===== config.mk =====
export PLATFORM = sky130hd
export DESIGN_NAME = vc_link_scheduler
export DESIGN_NICKNAME = d
export VERILOG_FILES = /design/src/rtl/noc_sched_pkg.sv /design/src/rtl/vc_credit_counter.sv /design/src/rtl/vc_link_scheduler.sv
export SDC_FILE = /design/constraint.sdc
export NUM_CORES = 1
export LEC_CHECK = 0
export ABC_AREA = 1
export BUFFER_PORTS_ARGS = -buffer_cell sky130_fd_sc_hd__buf_2
export CAP_MARGIN = 20
export CORE_AREA = 4 4 609 611
export CTS_BUF_LIST = sky130_fd_sc_hd__clkbuf_2 sky130_fd_sc_hd__clkbuf_4 sky130_fd_sc_hd__clkbuf_8
export CTS_CLUSTER_DIAMETER = 120
export DETAILED_ROUTE_END_ITERATION = 7
export DIE_AREA = 0 0 613 615
export HOLD_SLACK_MARGIN = 0.1
export PLACE_DENSITY_LB_ADDON = 0.05
export SYNTH_ARGS = -nofsm -noshare
export SYNTH_HDL_FRONTEND = slang
export SYNTH_SLANG_ARGS = --single-unit

===== constraint.sdc =====
create_clock -name clk -period 2.8 [get_ports clk]
set_input_delay 0.42 -clock clk [delete_from_list [all_inputs] [get_ports clk]]
set_output_delay 0.42 -clock clk [all_outputs]
set_load 0.01 [all_outputs]

===== src/rtl/noc_sched_pkg.sv =====
// Shared types for the 2-VC link scheduler: VC index type and FSM states.
package noc_sched_pkg;

    localparam int NUM_VC = 2;

    typedef logic vc_t;

    typedef enum logic {
        IDLE   = 1'b0,
        LOCKED = 1'b1
    } state_t;

endpackage


===== src/rtl/vc_credit_counter.sv =====
// Per-VC downstream credit counter: decrements on pop, increments on credit return,
// saturates at CREDITS and raises a sticky overflow on an unexpected return.
module vc_credit_counter #(
    parameter  int CREDITS = 4,
    localparam int CW      = $clog2(CREDITS + 1)
) (
    input  logic          clk,
    input  logic          sclr,
    input  logic          dec,
    input  logic          inc,
    output logic [CW-1:0] cnt,
    output logic          nonzero,
    output logic          overflow
);

    always_ff @(posedge clk) begin
        if (sclr) begin
            cnt      <= CW'(CREDITS);
            overflow <= 1'b0;
        end else begin
            unique case ({inc, dec})
                2'b10: begin
                    if (cnt == CW'(CREDITS)) overflow <= 1'b1;
                    else                     cnt      <= cnt + 1'b1;
                end
                2'b01: begin
                    if (cnt != '0) cnt <= cnt - 1'b1;
                end
                default: ;
            endcase
        end
    end

    assign nonzero = (cnt != '0);

endmodule


===== src/rtl/vc_link_scheduler.sv =====
// Packet-atomic 2-VC link scheduler with per-VC credit flow control.
// Build option: VC_SCHED_STRICT_PRI_EN gives VC1 strict priority at packet boundaries
// instead of round-robin.
//
// state  | meaning
// IDLE   | at a packet boundary; arbitrate between eligible VCs
// LOCKED | mid-packet; only lock_vc may be popped until its tail flit
module vc_link_scheduler
    import noc_sched_pkg::*;
#(
    parameter int WIDTH   = 512,
    parameter int CREDITS = 4
) (
    input  logic              clk,
    input  logic              sclr,
    input  logic [WIDTH-1:0]  fifo_q [NUM_VC],
    input  logic [NUM_VC-1:0] fifo_last,
    input  logic [NUM_VC-1:0] fifo_empty,
    output logic [NUM_VC-1:0] fifo_rdreq,
    output logic [WIDTH-1:0]  out_data,
    output logic              out_valid,
    output vc_t               out_vc,
    output logic              out_last,
    input  logic [NUM_VC-1:0] credit_ret,
    output logic              credit_err
);

    localparam int CW = $clog2(CREDITS + 1);

    state_t            state, state_nxt;
    vc_t               lock_vc, lock_vc_nxt;
    vc_t               rr_ptr, rr_ptr_nxt;
    vc_t               gnt_vc;
    logic              pop;
    logic [NUM_VC-1:0] nonzero, overflow, eligible;
    // counter values are kept as named nets so they stay visible for debug
    logic [CW-1:0]     cnt_unused0, cnt_unused1;

    vc_credit_counter #(.CREDITS(CREDITS)) u_cnt0 (
        .clk      (clk),
        .sclr     (sclr),
        .dec      (fifo_rdreq[0]),
        .inc      (credit_ret[0]),
        .cnt      (cnt_unused0),
        .nonzero  (nonzero[0]),
        .overflow (overflow[0])
    );

    vc_credit_counter #(.CREDITS(CREDITS)) u_cnt1 (
        .clk      (clk),
        .sclr     (sclr),
        .dec      (fifo_rdreq[1]),
        .inc      (credit_ret[1]),
        .cnt      (cnt_unused1),
        .nonzero  (nonzero[1]),
        .overflow (overflow[1])
    );

    assign eligible   = ~fifo_empty & nonzero;
    assign credit_err = |overflow;

    // grant selection for both arbitration policies
    always_comb begin
        pop    = 1'b0;
        gnt_vc = 1'b0;
        if (!sclr) begin
            if (state == LOCKED) begin
                gnt_vc = lock_vc;
                pop    = eligible[lock_vc];
            end else begin
`ifdef VC_SCHED_STRICT_PRI_EN
                if (eligible[1]) begin
                    gnt_vc = 1'b1;
                    pop    = 1'b1;
                end else if (eligible[0]) begin
                    gnt_vc = 1'b0;
                    pop    = 1'b1;
                end
`else
                if (eligible[rr_ptr]) begin
                    gnt_vc = rr_ptr;
                    pop    = 1'b1;
                end else if (eligible[~rr_ptr]) begin
                    gnt_vc = ~rr_ptr;
                    pop    = 1'b1;
                end
`endif
            end
        end
    end

    assign fifo_rdreq = pop ? (NUM_VC'(1) << gnt_vc) : '0;

    always_comb begin
        state_nxt   = state;
        lock_vc_nxt = lock_vc;
        rr_ptr_nxt  = rr_ptr;
        if (pop) begin
            if (fifo_last[gnt_vc]) begin
                state_nxt  = IDLE;
                rr_ptr_nxt = ~gnt_vc;
            end else begin
                state_nxt   = LOCKED;
                lock_vc_nxt = gnt_vc;
            end
        end
    end

    always_ff @(posedge clk) begin
        if (sclr) begin
            state   <= IDLE;
            lock_vc <= 1'b0;
            rr_ptr  <= 1'b0;
        end else begin
            state   <= state_nxt;
            lock_vc <= lock_vc_nxt;
            rr_ptr  <= rr_ptr_nxt;
        end
    end

    always_ff @(posedge clk) begin
        if (sclr) begin
            out_valid <= 1'b0;
            out_data  <= '0;
            out_vc    <= 1'b0;
            out_last  <= 1'b0;
        end else begin
            out_valid <= pop;
            if (pop) begin
                out_data <= fifo_q[gnt_vc];
                out_vc   <= gnt_vc;
                out_last <= fifo_last[gnt_vc];
            end
        end
    end

endmodule


==> results of run 1 <==
==> cell families (layout without fill, tap and decap cells) <==
family / Yosys count / after routing / share of synthesized area
flops: 526 / 526 / 0.4018
xor+xnor: 2 / 2 / 0.0006685
other cells: 0 / 52 / 0
compound gates: 20 / 20 / 0.004249
fa+ha+maj: 7 / 7 / 0.003628
buf+inv: 879 / 3481 / 0.1427
simple gates: 2601 / 2601 / 0.4469
==> cell usage in the layout (no fill, tap or decap), types with 5 or more instances in the layout <==
master / count
clkbuf_8: 159
clkbuf_16: 8
dfxtp_1: 519
diode_2: 52
nand2_1: 1038
buf_12: 34
dlygate4sd3_1: 1032
buf_4: 68
inv_1: 529
nand3_1: 1543
dfxtp_2: 5
ha_1: 6
o21ai_0: 6
nor2_1: 5
clkbuf_4: 65
a21oi_1: 10
buf_2: 1547
buf_16: 11
buf_6: 8
==> layer usage <==
metal | share of wire | track usage | vias up
met5 | 0.00060 | 0 | -
met4 | 0.022 | 0.02730 | 28
met3 | 0.084 | 0.04862 | 421
met2 | 0.48 | 0.2319 | 1249
met1 | 0.41 | 0.1564 | 17880
li1 | - | - | 18070
==> how the worst max path moves through the flow <==
stage	slack (ns)	endpoint
2_1_floorplan	0.19	u_cnt1.cnt[2]$_SDFFE_PP1P_
3_3_place_gp	0.19	out_data[170]$_SDFFE_PP0N_
3_5_place_dp	0.24	out_data[170]$_SDFFE_PP0N_
4_1_cts	-0.02	fifo_rdreq[1]
5_1_grt	-0.11	out_data[430]$_SDFFE_PP0N_
6_report	0.08	out_data[430]$_SDFFE_PP0N_
==> timing repair <==
action,in CTS,in global routing
cloned,0,8
endpoints found under the hold margin,525,0
hold buffers,1032,0
gates resized for setup,24,33
endpoints found under the setup margin,2,84
pin swaps,9,3
setup buffers,13,2
==> worst max-delay path: cells and delay by family (launching register included) <==
kind | cells | cell delay (ns)
DFF | 1 | 0.35
and+or+nand+nor | 7 | 0.77
buffers and inverters | 6 | 1.26
AOI/OAI and AO/OA | 1 | 0.18
==> where the power goes <==
part	switching, mW	internal (mW)	total (mW)
logic	5.66	3.91	9.57
clock network	5.04	6.10	11.1
registers	0.681	8.33	9.01
total	11.4	18.3	29.7
==> area by class of cell <==
class | count | area (um^2)
fill | 42660 | 311500
multi-input combinational | 2630 | 12020
timing repair buffer | 2711 | 19900
tap | 4816 | 6026
clock buffer | 224 | 2676
clock inverter | 11 | 117.6
inverter | 535 | 2039
sequential | 526 | 10540
antenna | 52 | 130.1
==> metrics by stage <==
step                total power [mW]    util  setup slack (ns)  cell area (um^2)
finish                         29.72  0.1465           0.08170             53460
global route                   31.96  0.1463           -0.1077             53400
global placement               17.23  0.1087            0.1910             39670
detailed placement             17.14  0.1087            0.2352             39670
floorplan                      12.56       -            0.1909             26210
CTS                            30.88  0.1451          -0.01933             52950
==> results.json, run 1 <==
{
  "start_util": 0.07181,
  "drive_gt1_frac": 0.2928,
  "relSlewSlack": 0.2870,
  "grt_pass1_wl_um": 352800,
  "die_w_um": 613,
  "yosysTopAreaCell": "dfxtp_1",
  "gp_congestion": 0.7813,
  "worstReg2RegStart": "u_cnt1.cnt[0]$_SDFFE_PP0P_",
  "cp_max_fo": 75,
  "async_flop_share": 0,
  "cts_tree": "done",
  "powerDensity_nw_per_um2": 556.0,
  "rsz0062_at_grt": "yes",
  "worstPathRequired_ns": 3.71,
  "area_growth_pct": 104.0,
  "cts_sinks": 526,
  "portBuffers": 1549,
  "antenna_found_initial": 147,
  "core_area_um2": 365000,
  "clock-skew-final_ns": 0.05413,
  "grt_overflow_total": 0,
  "min_period_ns": 2.718,
  "end_kind": "register",
  "dr.pass1.iters": 5,
  "crit_chain": "nor2_4 > a21oi_4 > nand2_1 > nand2_2 > nand2_8 > inv_8 > buf_4 > buf_4 > buf_16 > nand3_1 > nand3_1 > dlygate4sd3_1 > nand2_1 > inv_1",
  "grt_max_degree": 116,
  "numCtsBuffers": 146,
  "final_net_count": 7589,
  "min_from": "fifo_empty[0]",
  "worstSetupStartpoint": "u_cnt1.cnt[0]$_SDFFE_PP0P_",
  "vias": 37640,
  "ys.flop_type": "dfxtp_1",
  "synth_edf_count": 0,
  "rows": 222,
  "crit_type": "reg -> reg",
  "max_cap_violations": 0,
  "fin_cells": 11510,
  "wl_per_cell_um": 23.15,
  "io_pins": 1550,
  "cts-htree-levels": 4,
  "cp.arrival_ns": 3.63,
  "synthesis.area_um2": 26210,
  "vias_per_cell": 3.272,
  "irDropWorstVdd_v": 0.0002524,
  "reg2reg_to": "out_data[430]$_SDFFE_PP0N_",
  "fin_crit_sh": 0.9708,
  "top_register": "out_data",
  "synth_commonest_cells": "nand3_1 (1547), nand2_1 (1043), inv_1 (530)",
  "ys_seq_elements": 526,
  "largest_reg_flops": 512,
  "setup.worst_path.start_class": "register",
  "route.detailed.drc": 0,
  "hold-path-cell-count": 8,
  "wl_um": 266400,
  "hp-class": "in -> reg",
  "die_area_um2": 377000,
  "ys_seq_area_frac": 0.4018,
  "syn_nets": 5074,
  "grt_usage": 0.1335,
  "dp_hpwl_um": 202700,
  "final_hold_viol_count": 0,
  "grt_pass1_vias": 39630,
  "worstSkewPairLatency_ns": 0.96,
  "yosysUniqueCellTypes": 23,
  "cts_buffer_depth": 4,
  "cellLeakagePower_nw": 27.68,
  "max_freq_ghz": 0.3679,
  "drtIter0Drc": 1725,
  "die_h_um": 615,
  "ant_nets": 0,
  "avgSynthCellArea_um2": 6.495,
  "setup_total_negative_slack_ns": 0,
  "synthMostInstantiatedCell": "nand3_1",
  "worstMarginPinSlew_ns": 1.070,
  "synth_top_area_frac": 0.4018,
  "ff2ff_path_depth": 14,
  "ys_top_cells_by_area": "dfxtp_1 (40%), nand3_1 (30%), nand2_1 (15%), inv_1 (7.6%), buf_2 (4.2%)",
  "whs_ns": 0.2983,
  "path_clk_slew_ns": 0.06,
  "status": "completed",
  "synthCells": 4035,
  "min_to": "out_vc$_SDFFE_PP0N_",
  "r2r_slack_ns": 0.08,
  "yosys_warnings": 0,
  "cp_slowest_cell": "dlygate4sd3_1",
  "dpl.cell_count": 10170,
  "setup_viol": 0,
  "clockRootBuffer": "clkbuf_8",
  "slew_violations": 0,
  "slowest_delay_ns": 0.55,
  "reg.largest.list": "out_data x512, u_cnt0.cnt x3, u_cnt1.cnt x3"
}
No activity file was read; power rests on OpenSTA's default activity.
==> inputs of run 2 (changes only) <==
--- a/config.mk
+++ b/config.mk
@@ -15,6 +15,7 @@
 export DIE_AREA = 0 0 613 615
 export HOLD_SLACK_MARGIN = 0.1
 export PLACE_DENSITY_LB_ADDON = 0.05
+export REMOVE_ABC_BUFFERS = 1
 export SYNTH_ARGS = -nofsm -noshare
 export SYNTH_HDL_FRONTEND = slang
 export SYNTH_SLANG_ARGS = --single-unit
==> results.json, run 2 (synthesized netlist as in run 1, its figures left out) <==
{
  "final_cell_mix": "buf_2 (1547), nand3_1 (1545), nand2_1 (1039)",
  "use_met1": 0.1353,
  "cts_buffer_depth": 4,
  "vias_per_cell": 3.224,
  "worstSetupStartpoint": "u_cnt0.cnt[0]$_SDFFE_PP0P_",
  "dp_hpwl_um": 185800,
  "met3_usage": 0.03289,
  "grt_pass1_vias": 38970,
  "rows": 222,
  "route.detailed.drc": 0,
  "vias": 37200,
  "worstPathRequired_ns": 3.56,
  "endpoint": "lock_vc$_SDFFE_PP0P_",
  "reg.largest.list": "out_data x512, u_cnt0.cnt x3, u_cnt1.cnt x3",
  "hp-class": "in -> reg",
  "worstReg2RegStart": "u_cnt0.cnt[0]$_SDFFE_PP0P_",
  "dr.pass1.iters": 5,
  "cts_sinks": 526,
  "start_util": 0.07181,
  "top_register": "out_data",
  "setup.worst_path.start_class": "register",
  "whs_ns": 0.3340,
  "worstSkewPairLatency_ns": 0.92,
  "core_area_um2": 365000,
  "portBuffers": 1549,
  "drive_gt1_frac": 0.2958,
  "powerDensity_nw_per_um2": 550.5,
  "grt_use_met2": 0.2198,
  "slew_violations": 0,
  "ant_nets": 0,
  "min_from": "fifo_empty[0]",
  "relSlewSlack": 0.4209,
  "busiest_layer": "met2",
  "clockRootBuffer": "clkbuf_8",
  "p_comb_frac": 0.325,
  "cts-htree-levels": 4,
  "gp_congestion": 0.7721,
  "cellLeakagePower_nw": 27.90,
  "status": "completed",
  "grt_usage": 0.1226,
  "path_clk_slew_ns": 0.06,
  "reg2reg_to": "lock_vc$_SDFFE_PP0P_",
  "drtIter0Drc": 1752,
  "clockPowerShare": 0.376,
  "worstMarginPinSlew_ns": 0.8687,
  "cp_max_fo": 14,
  "internal_power_mw": 18.59,
  "cp.arrival_ns": 3.40,
  "n_fill_cell": 42780,
  "end_kind": "register",
  "wl_per_cell_um": 21.77,
  "ff2ff_path_depth": 11,
  "io_pins": 1550,
  "final_net_count": 7617,
  "die_w_um": 613,
  "final_hold_viol_count": 0,
  "power_frac_seq": 0.299,
  "grt_overflow_total": 0,
  "crit_type": "reg -> reg",
  "cts_tree": "done",
  "grt_max_degree": 109,
  "setup_total_negative_slack_ns": 0,
  "power_switching_mw": 11.07,
  "numCtsBuffers": 148,
  "swShare": 0.3734,
  "max_freq_ghz": 0.3797,
  "grt_pass1_wl_um": 327800,
  "area_growth_pct": 105.6,
  "r2r_slack_ns": 0.17,
  "fin_crit_sh": 0.9406,
  "final_common_cell": "buf_2",
  "min_period_ns": 2.634,
  "irDropWorstVdd_v": 0.0003303,
  "max_cap_violations": 0,
  "die_area_um2": 377000,
  "setup_viol": 0,
  "wl_um": 251200,
  "rsz0062_at_grt": "yes",
  "die_h_um": 615,
  "antenna_found_initial": 100,
  "largest_reg_flops": 512,
  "clock-skew-final_ns": 0.08105
}
-- run 2: cell count changes in the layout (fill, tap and decap cells not counted), sizes merged, moves of 2 or more --
cell / before / now
clkinv: 4 / 6
buf: 1671 / 1686
dlygate4sd3: 1032 / 1035
clkbuf: 232 / 250
diode: 52 / 50
-- run 2: timing repair --
action / in CTS / in global routing
pin swaps: 4 / 6
setup endpoints to repair: 2 / 108
hold buffers: 1035 / 0
resized for setup: 15 / 40
endpoints found under the hold margin: 525 / 0
buffers inserted: 2 / 8
cloned: 0 / 17
-- run 2: critical path, cell delays in order, from the launching register on --
cell	delay, ns
dfxtp_4	0.35
nor2_4	0.13
nand2_2	0.09
o211ai_1	0.15
nand2_4	0.12
buf_6	0.16
buf_12	0.14
buf_6	0.17
nand3_1	0.09
dlygate4sd3_1	0.55
nand2_1	0.05
dlygate4sd3_1	0.54
-- run 2: through the flow --
stage | worst slack (ns) | util | instances | area (um^2) | power, mW
6_report | 0.1664 | 0.1476 | 11540 | 53880 | 29.66
3_5_place_dp | 0.2247 | 0.1089 | 10180 | 39750 | 16.94
2_1_floorplan | -28.52 | - | 3691 | 24480 | 12.48
4_1_cts | -0.01926 | 0.1454 | 11470 | 53070 | 30.56
5_1_grt | -0.02429 | 0.1475 | 11530 | 53850 | 31.85
3_3_place_gp | 0.1284 | 0.1089 | 10180 | 39750 | 17.02
-- run 2: how the worst min path moves through the flow --
stage | endpoint | slack [ns] | cells after the start
final | out_vc$_SDFFE_PP0N_ | 0.33 | 7
after global routing | out_vc$_SDFFE_PP0N_ | 0.20 | 7
after CTS | out_vc$_SDFFE_PP0N_ | 0.12 | 9
after detailed placement | u_cnt1.cnt[0]$_SDFFE_PP0P_ | 0.46 | 1
after global placement | rr_ptr$_SDFFE_PP0P_ | 0.46 | 2
after floorplan | u_cnt0.overflow$_SDFFE_PP0P_ | 0.43 | 2
-- run 2: per-layer routing --
| metal | share of wire | vias to the layer above |
|---|---|---|
| met5 | 0.00088 | - |
| met4 | 0.042 | 34 |
| met3 | 0.062 | 364 |
| met2 | 0.51 | 1162 |
| met1 | 0.39 | 17520 |
| li1 | - | 18120 |
-- run 2: power groups by stage --
stage	sequential, mW	clock, mW	combinational (mW)
finish	8.88	11.2	9.63
global route	8.98	12.3	10.6
CTS	8.89	12.1	9.57
detailed placement	9.03	0	7.91
global placement	9.04	0	7.99
floorplan	9.23	0	3.24
-- run 2: layout make-up --
type	count	area [um^2]	share of cell area
timing repair buffer	2737	20250	0.3758
clock inverter	12	82.58	0.001533
sequential	526	10540	0.1956
inverter	535	2039	0.03785
multi-input combinational	2630	12010	0.2228
clock buffer	234	2814	0.05223
tap	4816	6026	0.1118
antenna	50	125.1	0.002322
